==> config.mk <==
export PLATFORM = sky130hd
export DESIGN_NAME = sat_counter
export DESIGN_NICKNAME = d
export VERILOG_FILES = /design/src/rtl/gate_resp_checker_sat_counter.sv
export SDC_FILE = /design/constraint.sdc
export NUM_CORES = 1
export LEC_CHECK = 0
export ABC_AREA = 1
export CAP_MARGIN = 20
export CORE_AREA = 3 3 40 42
export DETAILED_ROUTE_END_ITERATION = 6
export DIE_AREA = 0 0 43 45
export GPL_TIMING_DRIVEN = 0
export PLACE_DENSITY = 0.69
export SETUP_SLACK_MARGIN = 0.02
export SLEW_MARGIN = 20
export SYNTH_ARGS = -nofsm -noshare
export SYNTH_HDL_FRONTEND = slang
export SYNTH_SLANG_ARGS = --single-unit
==> constraint.sdc <==
create_clock -name clk -period 1.21 [get_ports clk]
set_input_delay 0.363 -clock clk [delete_from_list [all_inputs] [get_ports clk]]
set_output_delay 0.363 -clock clk [all_outputs]
set_load 0.01 [all_outputs]
==> src/rtl/gate_resp_checker_sat_counter.sv <==
// Saturating up-counter with synchronous clear; holds at all-ones.
module sat_counter #(
  parameter int unsigned W = 8
) (
  input  logic         clk,
  input  logic         rst,
  input  logic         clr,
  input  logic         inc,
  output logic [W-1:0] q
);

  logic [W-1:0] q_q, q_d;

  always_comb begin
    q_d = q_q;
    if (clr)
      q_d = '0;
    else if (inc && (q_q != '1))
      q_d = q_q + W'(1);
  end

  always_ff @(posedge clk) begin
    if (rst) q_q <= '0;
    else     q_q <= q_d;
  end

  assign q = q_q;

endmodule

==> Word level (Yosys, flattened, before mapping) <==
Index checks and enable logic that the tools add are counted.
{ "totals": {"regBits": 8, "output_inout_bits": 8, "wordCells": 5} }
{ "op_classes": {"add_sub_neg": 1, "eq_ne": 1, "reduce_logical": 2} }
{ "op_table": {"columns": ["cell", "count"], "rows": [
  ["$add A8 B1 Y8 const B", 1],
  ["$ne A8 B8 Y1 const B", 1],
  ["$reduce_or A2 Y1", 1],
  ["$logic_and A1 B1 Y1", 1]
]} }

==> Depth between registers and ports, before layout <==
Gate-level depths: netlist (run 1).
{ "depth": {"word_depth": 2, "ltp_mapped": 7, "ltp_nobuf": 7} }

==> Worst setup path before layout (run 1) <==
No wires, ideal clock.
{ "synth_timing": {"path_kind": "reg-to-reg", "startpoint": "register q_q[0], in the netlist q[0]", "endpoint": "register q_q[0], in the netlist q[0]", "setup_ns": 0.115, "arrival_time_ns": 1.083, "setup_slack_ns": 0.012, "path_stages_with_launch": 7, "path_buffers": 0, "cell_sequence": "dfxtp_1 > ha_1 > nand2_1 > inv_2 > nand3_4 > a21oi_1 > nor2_1"} }
{ "synth_via": {"elab_chain_cells": 2, "elab_cells_between_ends": 3, "classes_between": "add/sub (1); eq/ne (1); reduce/logical (1)"} }
{ "synth_lines": {"columns": ["item", "line", "rtl"], "rows": [
  ["from (decl)", "12", "logic [W-1:0] q_q, q_d;"],
  ["from (signal assigned)", "24", "else q_q <= q_d;"],
  ["parallel branches: the longest is 2 deep, another holds $add A8 B1 Y8", null, null]
]} }
Several ways; the timed one is not identified.
A chain may end at the register's enable or synchronous reset.

==> Worst setup path after layout (run 1) <==
{ "layout_timing": {"startpoint": "register q_q[3], in the netlist q[3]", "endpoint": "register q_q[3], in the netlist q[3]"} }
Same word-level chain as after synthesis.

==> results_dict.tcl, run 1 <==
set metrics [dict create \
    status "finished clean" \
    cts_root_buf "clkbuf_4" \
    ys.flop_type "dfxtp_1" \
    area_growth_pct 60.87 \
    initial_core_util_pct 35.83 \
    gp_congestion 0.7118 \
    crit_start "q[3]" \
    cp-end-kind "register" \
    dpl_worst_slack_ps -415.3 \
    worstSetupPathType "reg -> reg" \
    r2r_end "q[3]" \
    die_h_um 45 \
    dpl.hpwl_um 733.6 \
    synth_edf_count 0 \
    core_area_sq_um 1285 \
    syn_inst 73 \
    post-route-util_pct 57.64 \
    pwr-share-clk_pct 38.4 \
    vdd_drop_max_mv 0.4740 \
    fill_cells 133 \
    powerDensity_nw_per_um2 750.1 \
    cts_made_buffers 3 \
    largest_reg_flops 8 \
    fp.dieArea_sq_um 1935 \
    drive_above_1_share_pct 44.90 \
    cts_hold_buf 0 \
    regArea_sq_um 175.2 \
    yosysMostFrequentCell "nand2_1" \
    synth_top_area_cell "dfxtp_1" \
    num_rows 13 \
    required_ps 1400 \
    p_seq_share_pct 49.5 \
    totalWireLength_um 1304 \
    fin_crit_ps 1160 \
    holdWs_ps 547.9 \
    io_pins 12 \
    yosys-top-cells-count "18 x nand2_1, 15 x nor2_1, 9 x nand3_1" \
    drv_slew 0 \
    grt_overflow 0 \
    multi_input_area_sq_um 325.3 \
    final_antenna_net_count 0 \
    r2r-start "q[3]" \
    power.switching_mw 0.1420 \
    synth.area.top_cells "dfxtp_1 35%, nand2_1 15%, nor2_1 12%, nand3_1 9.8%, a21oi_1 6.5%" \
    clock.fmax_mhz 862.3 \
    tightest_slew_ps 208.4 \
    yosysWarnings 0 \
    vias 544 \
    r2r_setup_slack_ps 50 \
    maxCapViolations 0 \
    ys_ff_latch 8 \
    synth_top_area_share_pct 34.78 \
    endpoint "q[3]" \
    clkSinkCount 8 \
    cts_tree "built" \
    hp-class "reg -> reg" \
    fin_ws_ps 50.37 \
    p_leak_nw 0.3365 \
    p_int_mw 0.4136 \
    die_w_um 43 \
    htree_num_levels 1 \
    setup-violations-final 0 \
    insertion_delay_ps 260 \
    start_kind "register" \
    grt_pass1_vias 457 \
    syn_area_per_cell_sq_um 6.307 \
    drt_first_pass_iters 4 \
    grtUsageTotal_pct 14.19 \
    synth-seq-area-share_pct 34.78 \
    clk_path_buf_depth 2 \
    drt_iter0_drc 12 \
    fin_setup_tns_ps 0 \
    antenna_found_initial 0 \
    ys_types 14 \
    min-delay-start "q[1]" \
    grt_max_degree 11 \
    rsz0062_at_grt "yes" \
    wl_per_cell_um 11.54 \
    path_max_fanout 5 \
    ys_async_sr_fraction_pct 0 \
    grt_pass1_wl_um 1959 \
    reg2regPathDepth 7 \
    clock_skew_ps 1.683 \
    finalCritPeriodShare_pct 95.84 \
    worstPathArrival_ps 1350 \
    portBuffers 11 \
    combPwrFrac_pct 12.2 \
    clkSlewWorstSetupHoldPaths_ps 50 \
    netlist_area_sq_um 460.4 \
    nets 105 \
    route.detailed.drc 0 \
    switching_share_pct 25.56 \
    syn_nets 78 \
    diodes 0 \
    vias_per_cell 4.814 \
    slew_headroom_pct 86.07 \
    hold_viol_final 0 \
]
## layout make-up
cell class                 count  area share [%]
multi-input combinational     56           43.92
sequential                     8           23.65
timing repair buffer          21           20.95
inverter                       9           4.899
clock buffer                   3           3.041
tap                           15           2.534
buffer                         1           1.014
## layer usage
layer / GRT usage [%] / vias up / wire length [um]
li1: - / 285 / -
met1: 15.29 / 242 / 539
met2: 23.05 / 13 / 657
met3: 7.171 / 4 / 83
met4: 7.229 / 0 / 24
met5: 0 / - / 0
## worst min-delay path by stage
| stage | depth (start not counted) | slack, ps | to |
|---|---|---|---|
| floorplan | 2 | 510 | q[6] |
| global placement | 2 | 500 | q[6] |
| detailed placement | 2 | 510 | q[6] |
| CTS | 2 | 520 | q[1] |
| global route | 2 | 570 | q[1] |
| finish | 2 | 550 | q[1] |
## stage by stage
stage	area [sq um]	power [mW]	std cells
6_report	740.7	0.5556	113
2_1_floorplan	461.7	0.3124	73
3_3_place_gp	590.6	0.3385	99
3_5_place_dp	590.6	0.3395	99
5_1_grt	740.7	0.5845	113
4_1_cts	701.9	0.5594	111
## timing repair
item,in CTS,in global routing
gates resized for setup,40,17
buffers inserted,8,2
pin swaps,1,5
setup endpoints to repair,16,12
cloned,1,0
## logic make-up (layout without fill, tap and decap cells)
family,count (synthesis),in the layout,share of synthesized area [%]
simple gates,46,47,45.65
fa+ha+maj,1,1,2.717
flops,8,8,34.78
buf+inv,10,34,8.153
compound gates,8,8,8.696
## worst max-delay path, stage by stage (launching register included)
cell	delay, ps
dfxtp_2	350
buf_6	100
nand2_4	60
nor2_4	180
nand3_4	130
nand3_2	100
nand2_2	50
nor2_1	110
## power by group through the flow
stage | registers (mW) | clock network (mW) | logic, mW
floorplan | 0.283 | 0 | 0.0292
global placement | 0.282 | 0 | 0.0567
detailed placement | 0.282 | 0 | 0.0575
CTS | 0.273 | 0.227 | 0.0597
global route | 0.276 | 0.234 | 0.0743
finish | 0.275 | 0.213 | 0.0675
## cells in the final DEF (no fill, tap or decap), types with 2 or more instances in the layout
cell type / n
clkdlybuf4s50_1: 3
buf_4: 9
dfxtp_2: 6
a21oi_1: 6
clkbuf_4: 4
dfxtp_4: 2
nand3_1: 7
o21ai_0: 2
nand2_1: 15
nor2_4: 2
buf_2: 7
nand3_4: 2
inv_1: 7
nand3_2: 2
nand2_2: 3
nor2_1: 13
No activity file was read; power rests on OpenSTA's default activity.
==> inputs of run 2 (changes only) <==
Settings changed: ABC_AREA 1 to default, PLACE_DENSITY 0.69 to 0.67, SLEW_MARGIN 20 to 0.
==> run 2 against run 1 <==
Net effect:
- the run now ends with setup timing left
- register-to-register slack worse by 95 ps
- clock-buffer cell count is 1 higher
- critical path depth is 3 lower
- cell count is 27% lower
- clock power is 3% higher
- synthesized cell count is 36% lower
- sequential power is 5% lower
- critical endpoint is now q[6]
- routed wire length is 14% lower
- setup slack worse by 95 ps
- area after synthesis is 5.4% lower
- global-route usage is 1.6 points lower
==> results_dict.tcl, run 2 <==
set metrics [dict create \
    ys_ff_latch 8 \
    grt_pass1_wl_um 1807 \
    path_max_fanout 4 \
    fin_setup_tns_ps -125.0 \
    die_h_um 45 \
    stdcell_count 82 \
    rsz0062_at_grt "yes" \
    cp_slowest_stage_delay_ps 390 \
    final_area_sq_um 686.9 \
    route.detailed.drc 0 \
    maxCapViolations 0 \
    syn_area_per_cell_sq_um 9.264 \
    cts_tree "built" \
    synth.area.top_cells "dfxtp_1 37%, mux2i_1 9.2%, a2111oi_4 6.3%, nand2_1 5.2%, a21oi_1 4.6%" \
    worstSetupPathType "reg -> reg" \
    synth_edf_count 0 \
    ys.flop_type "dfxtp_1" \
    cts_root_buf "clkbuf_4" \
    dpl.hpwl_um 747.2 \
    yosysMostFrequentCell "dfxtp_1" \
    r2r_end "q[6]" \
    violations "setup timing" \
    clock_skew_ps 2.924 \
    post-route-util_pct 53.46 \
    clkSinkCount 8 \
    ys_types 21 \
    vdd_drop_max_mv 0.6590 \
    syn_inst 47 \
    clkSlewWorstSetupHoldPaths_ps 60 \
    yosysWarnings 0 \
    dpl_worst_slack_ps -578.2 \
    portBuffers 11 \
    io_pins 12 \
    htree_num_levels 1 \
    totalWireLength_um 1121 \
    start_kind "register" \
    setup-violations-final 4 \
    wl_per_cell_um 13.67 \
    vias 455 \
    insertion_delay_ps 260 \
    drt_first_pass_iters 4 \
    worstPathArrival_ps 1400 \
    tightest_slew_ps 314.7 \
    die_w_um 43 \
    r2r_setup_slack_ps -40 \
    gp_congestion 0.7809 \
    drive_above_1_share_pct 50.75 \
    slew_headroom_pct 79.02 \
    vias_per_cell 5.549 \
    grtUsageTotal_pct 12.55 \
    nets 73 \
    cts_hold_buf 0 \
    place_area_sq_um 596.8 \
    r2r-start "q[1]" \
    hold_depth 2 \
    p_leak_nw 0.2681 \
    ys_async_sr_fraction_pct 0 \
    cp_num_buf_inv 0 \
    hp-class "reg -> reg" \
    core_area_sq_um 1285 \
    area_growth_pct 57.76 \
    synth_top_area_share_pct 36.78 \
    grt_pass1_vias 430 \
    grt_overflow 0 \
    netlist_area_sq_um 435.4 \
    critPathTopFamily "simple AND/OR/NAND/NOR gates" \
    initial_core_util_pct 33.89 \
    worstHoldEndpoint "q[1]" \
    largest_reg_flops 8 \
    crit_path_top_delay_cell "or4_1" \
    cts_made_buffers 3 \
    grt_max_degree 8 \
    yosys-top-cells-count "8 x dfxtp_1, 6 x nand2_1, 4 x a21oi_1, 4 x mux2i_1" \
    synth-seq-area-share_pct 36.78 \
    powerDensity_nw_per_um2 758.0 \
    fin_ws_ps -44.99 \
    num_rows 13 \
    antenna_found_initial 0 \
    cp-end-kind "register" \
    cp_cell_sequence "ha_4, nand3_2, or4_1, and3_1" \
    hold_viol_final 0 \
    clock.fmax_mhz 796.8 \
    diodes 0 \
    drt_iter0_drc 11 \
    drv_slew 0 \
    synth_top_area_cell "dfxtp_1" \
    final_antenna_net_count 0 \
    fin_crit_ps 1255 \
    status "finished, violations left" \
    clk_path_buf_depth 2 \
    post-place-cells 73 \
    finalCritPeriodShare_pct 103.7 \
    final_common_cell "nand2_1" \
    required_ps 1360 \
    fp.dieArea_sq_um 1935 \
    reg2regPathDepth 4 \
    syn_nets 52 \
    mostFrequentLayoutCells "6 x nand2_1, 5 x dfxtp_4, 4 x buf_6, 4 x mux2i_1, 4 x buf_2" \
    min-delay-start "q[1]" \
]
-- run 2: cell count changes in the layout (fill, tap and decap cells not counted), moves of 4 or more --
| cell | delta |
|---|---|
| nand3_1 | -6 |
| buf_4 | -6 |
| inv_1 | -6 |
| nand2_1 | -9 |
| mux2i_1 | +4 |
| nor2_1 | -13 |
| dfxtp_2 | -4 |
-- run 2: final cells by class --
class,count,area (sq um)
fillers,134,598.1
multi-input cells,37,315.3
flip-flops and latches,8,181.4
repair buffers,16,130.1
clock buffers,4,26.28
well taps,15,18.77
plain buffers,1,11.26
inverters,1,3.754
-- run 2: timing repair --
action                                  4_1_cts  5_1_grt
endpoints found under the setup margin       15       11
resized for setup                            38       12
pin swaps                                     2        3
hold endpoints to repair                      0        0
buffers inserted                              3        2
-- run 2: metrics by stage --
stage               power (mW)  hold slack [ps]
floorplan               0.2865            427.3
global placement        0.3110            488.6
detailed placement      0.3119            497.8
CTS                     0.5246            507.6
global route            0.5597            535.7
finish                  0.5207            505.1
-- run 2: report_power, final --
group	leakage, nW	switching [mW]	total (mW)	internal (mW)
combinational	0.184	0.0218	0.0408	0.0190
sequential	0.0696	0.00330	0.260	0.256
clock	0.0150	0.0938	0.220	0.126
total	0.268	0.119	0.521	0.402
-- run 2: per-layer routing --
layer,track usage (%),routed length (um),part of all wire (%)
met5,0,0,0
met4,5.422,19,1.7
met3,6.375,66,5.9
met2,17.37,542,48
met1,16.38,493,44
-- run 2: kinds of logic after synthesis --
group	Yosys count	synth area share [%]
adders and majority gates	1	2.873
DFF	8	36.78
buffers and inverters	2	2.586
muxes	4	9.196
and+or+nand+nor	22	29.03
AOI/OAI and AO/OA	10	19.54
-- run 2: worst max path at each step --
stage,start,end,slack [ps],cells past startpoint
6_report,q[1],q[6],-40,4
3_3_place_gp,inc,q[5],-590,4
5_1_grt,q[0],q[5],-120,4
3_5_place_dp,inc,q[5],-580,4
2_1_floorplan,q[1],q[6],-30,4
4_1_cts,q[0],q[5],-60,4
-- run 2: tightest hold or removal path, cell delays in order (launching register included) --
cell and delay, ps:
dfxtp_4 360, nand2_1 60, mux2i_1 50
==> inputs of run 3 (changes only) <==
Settings changed: CTS_CLUSTER_DIAMETER from default to 150.
==> results of run 3 <==
Same layout as run 2: the final DEF is identical, and so are final timing and power.
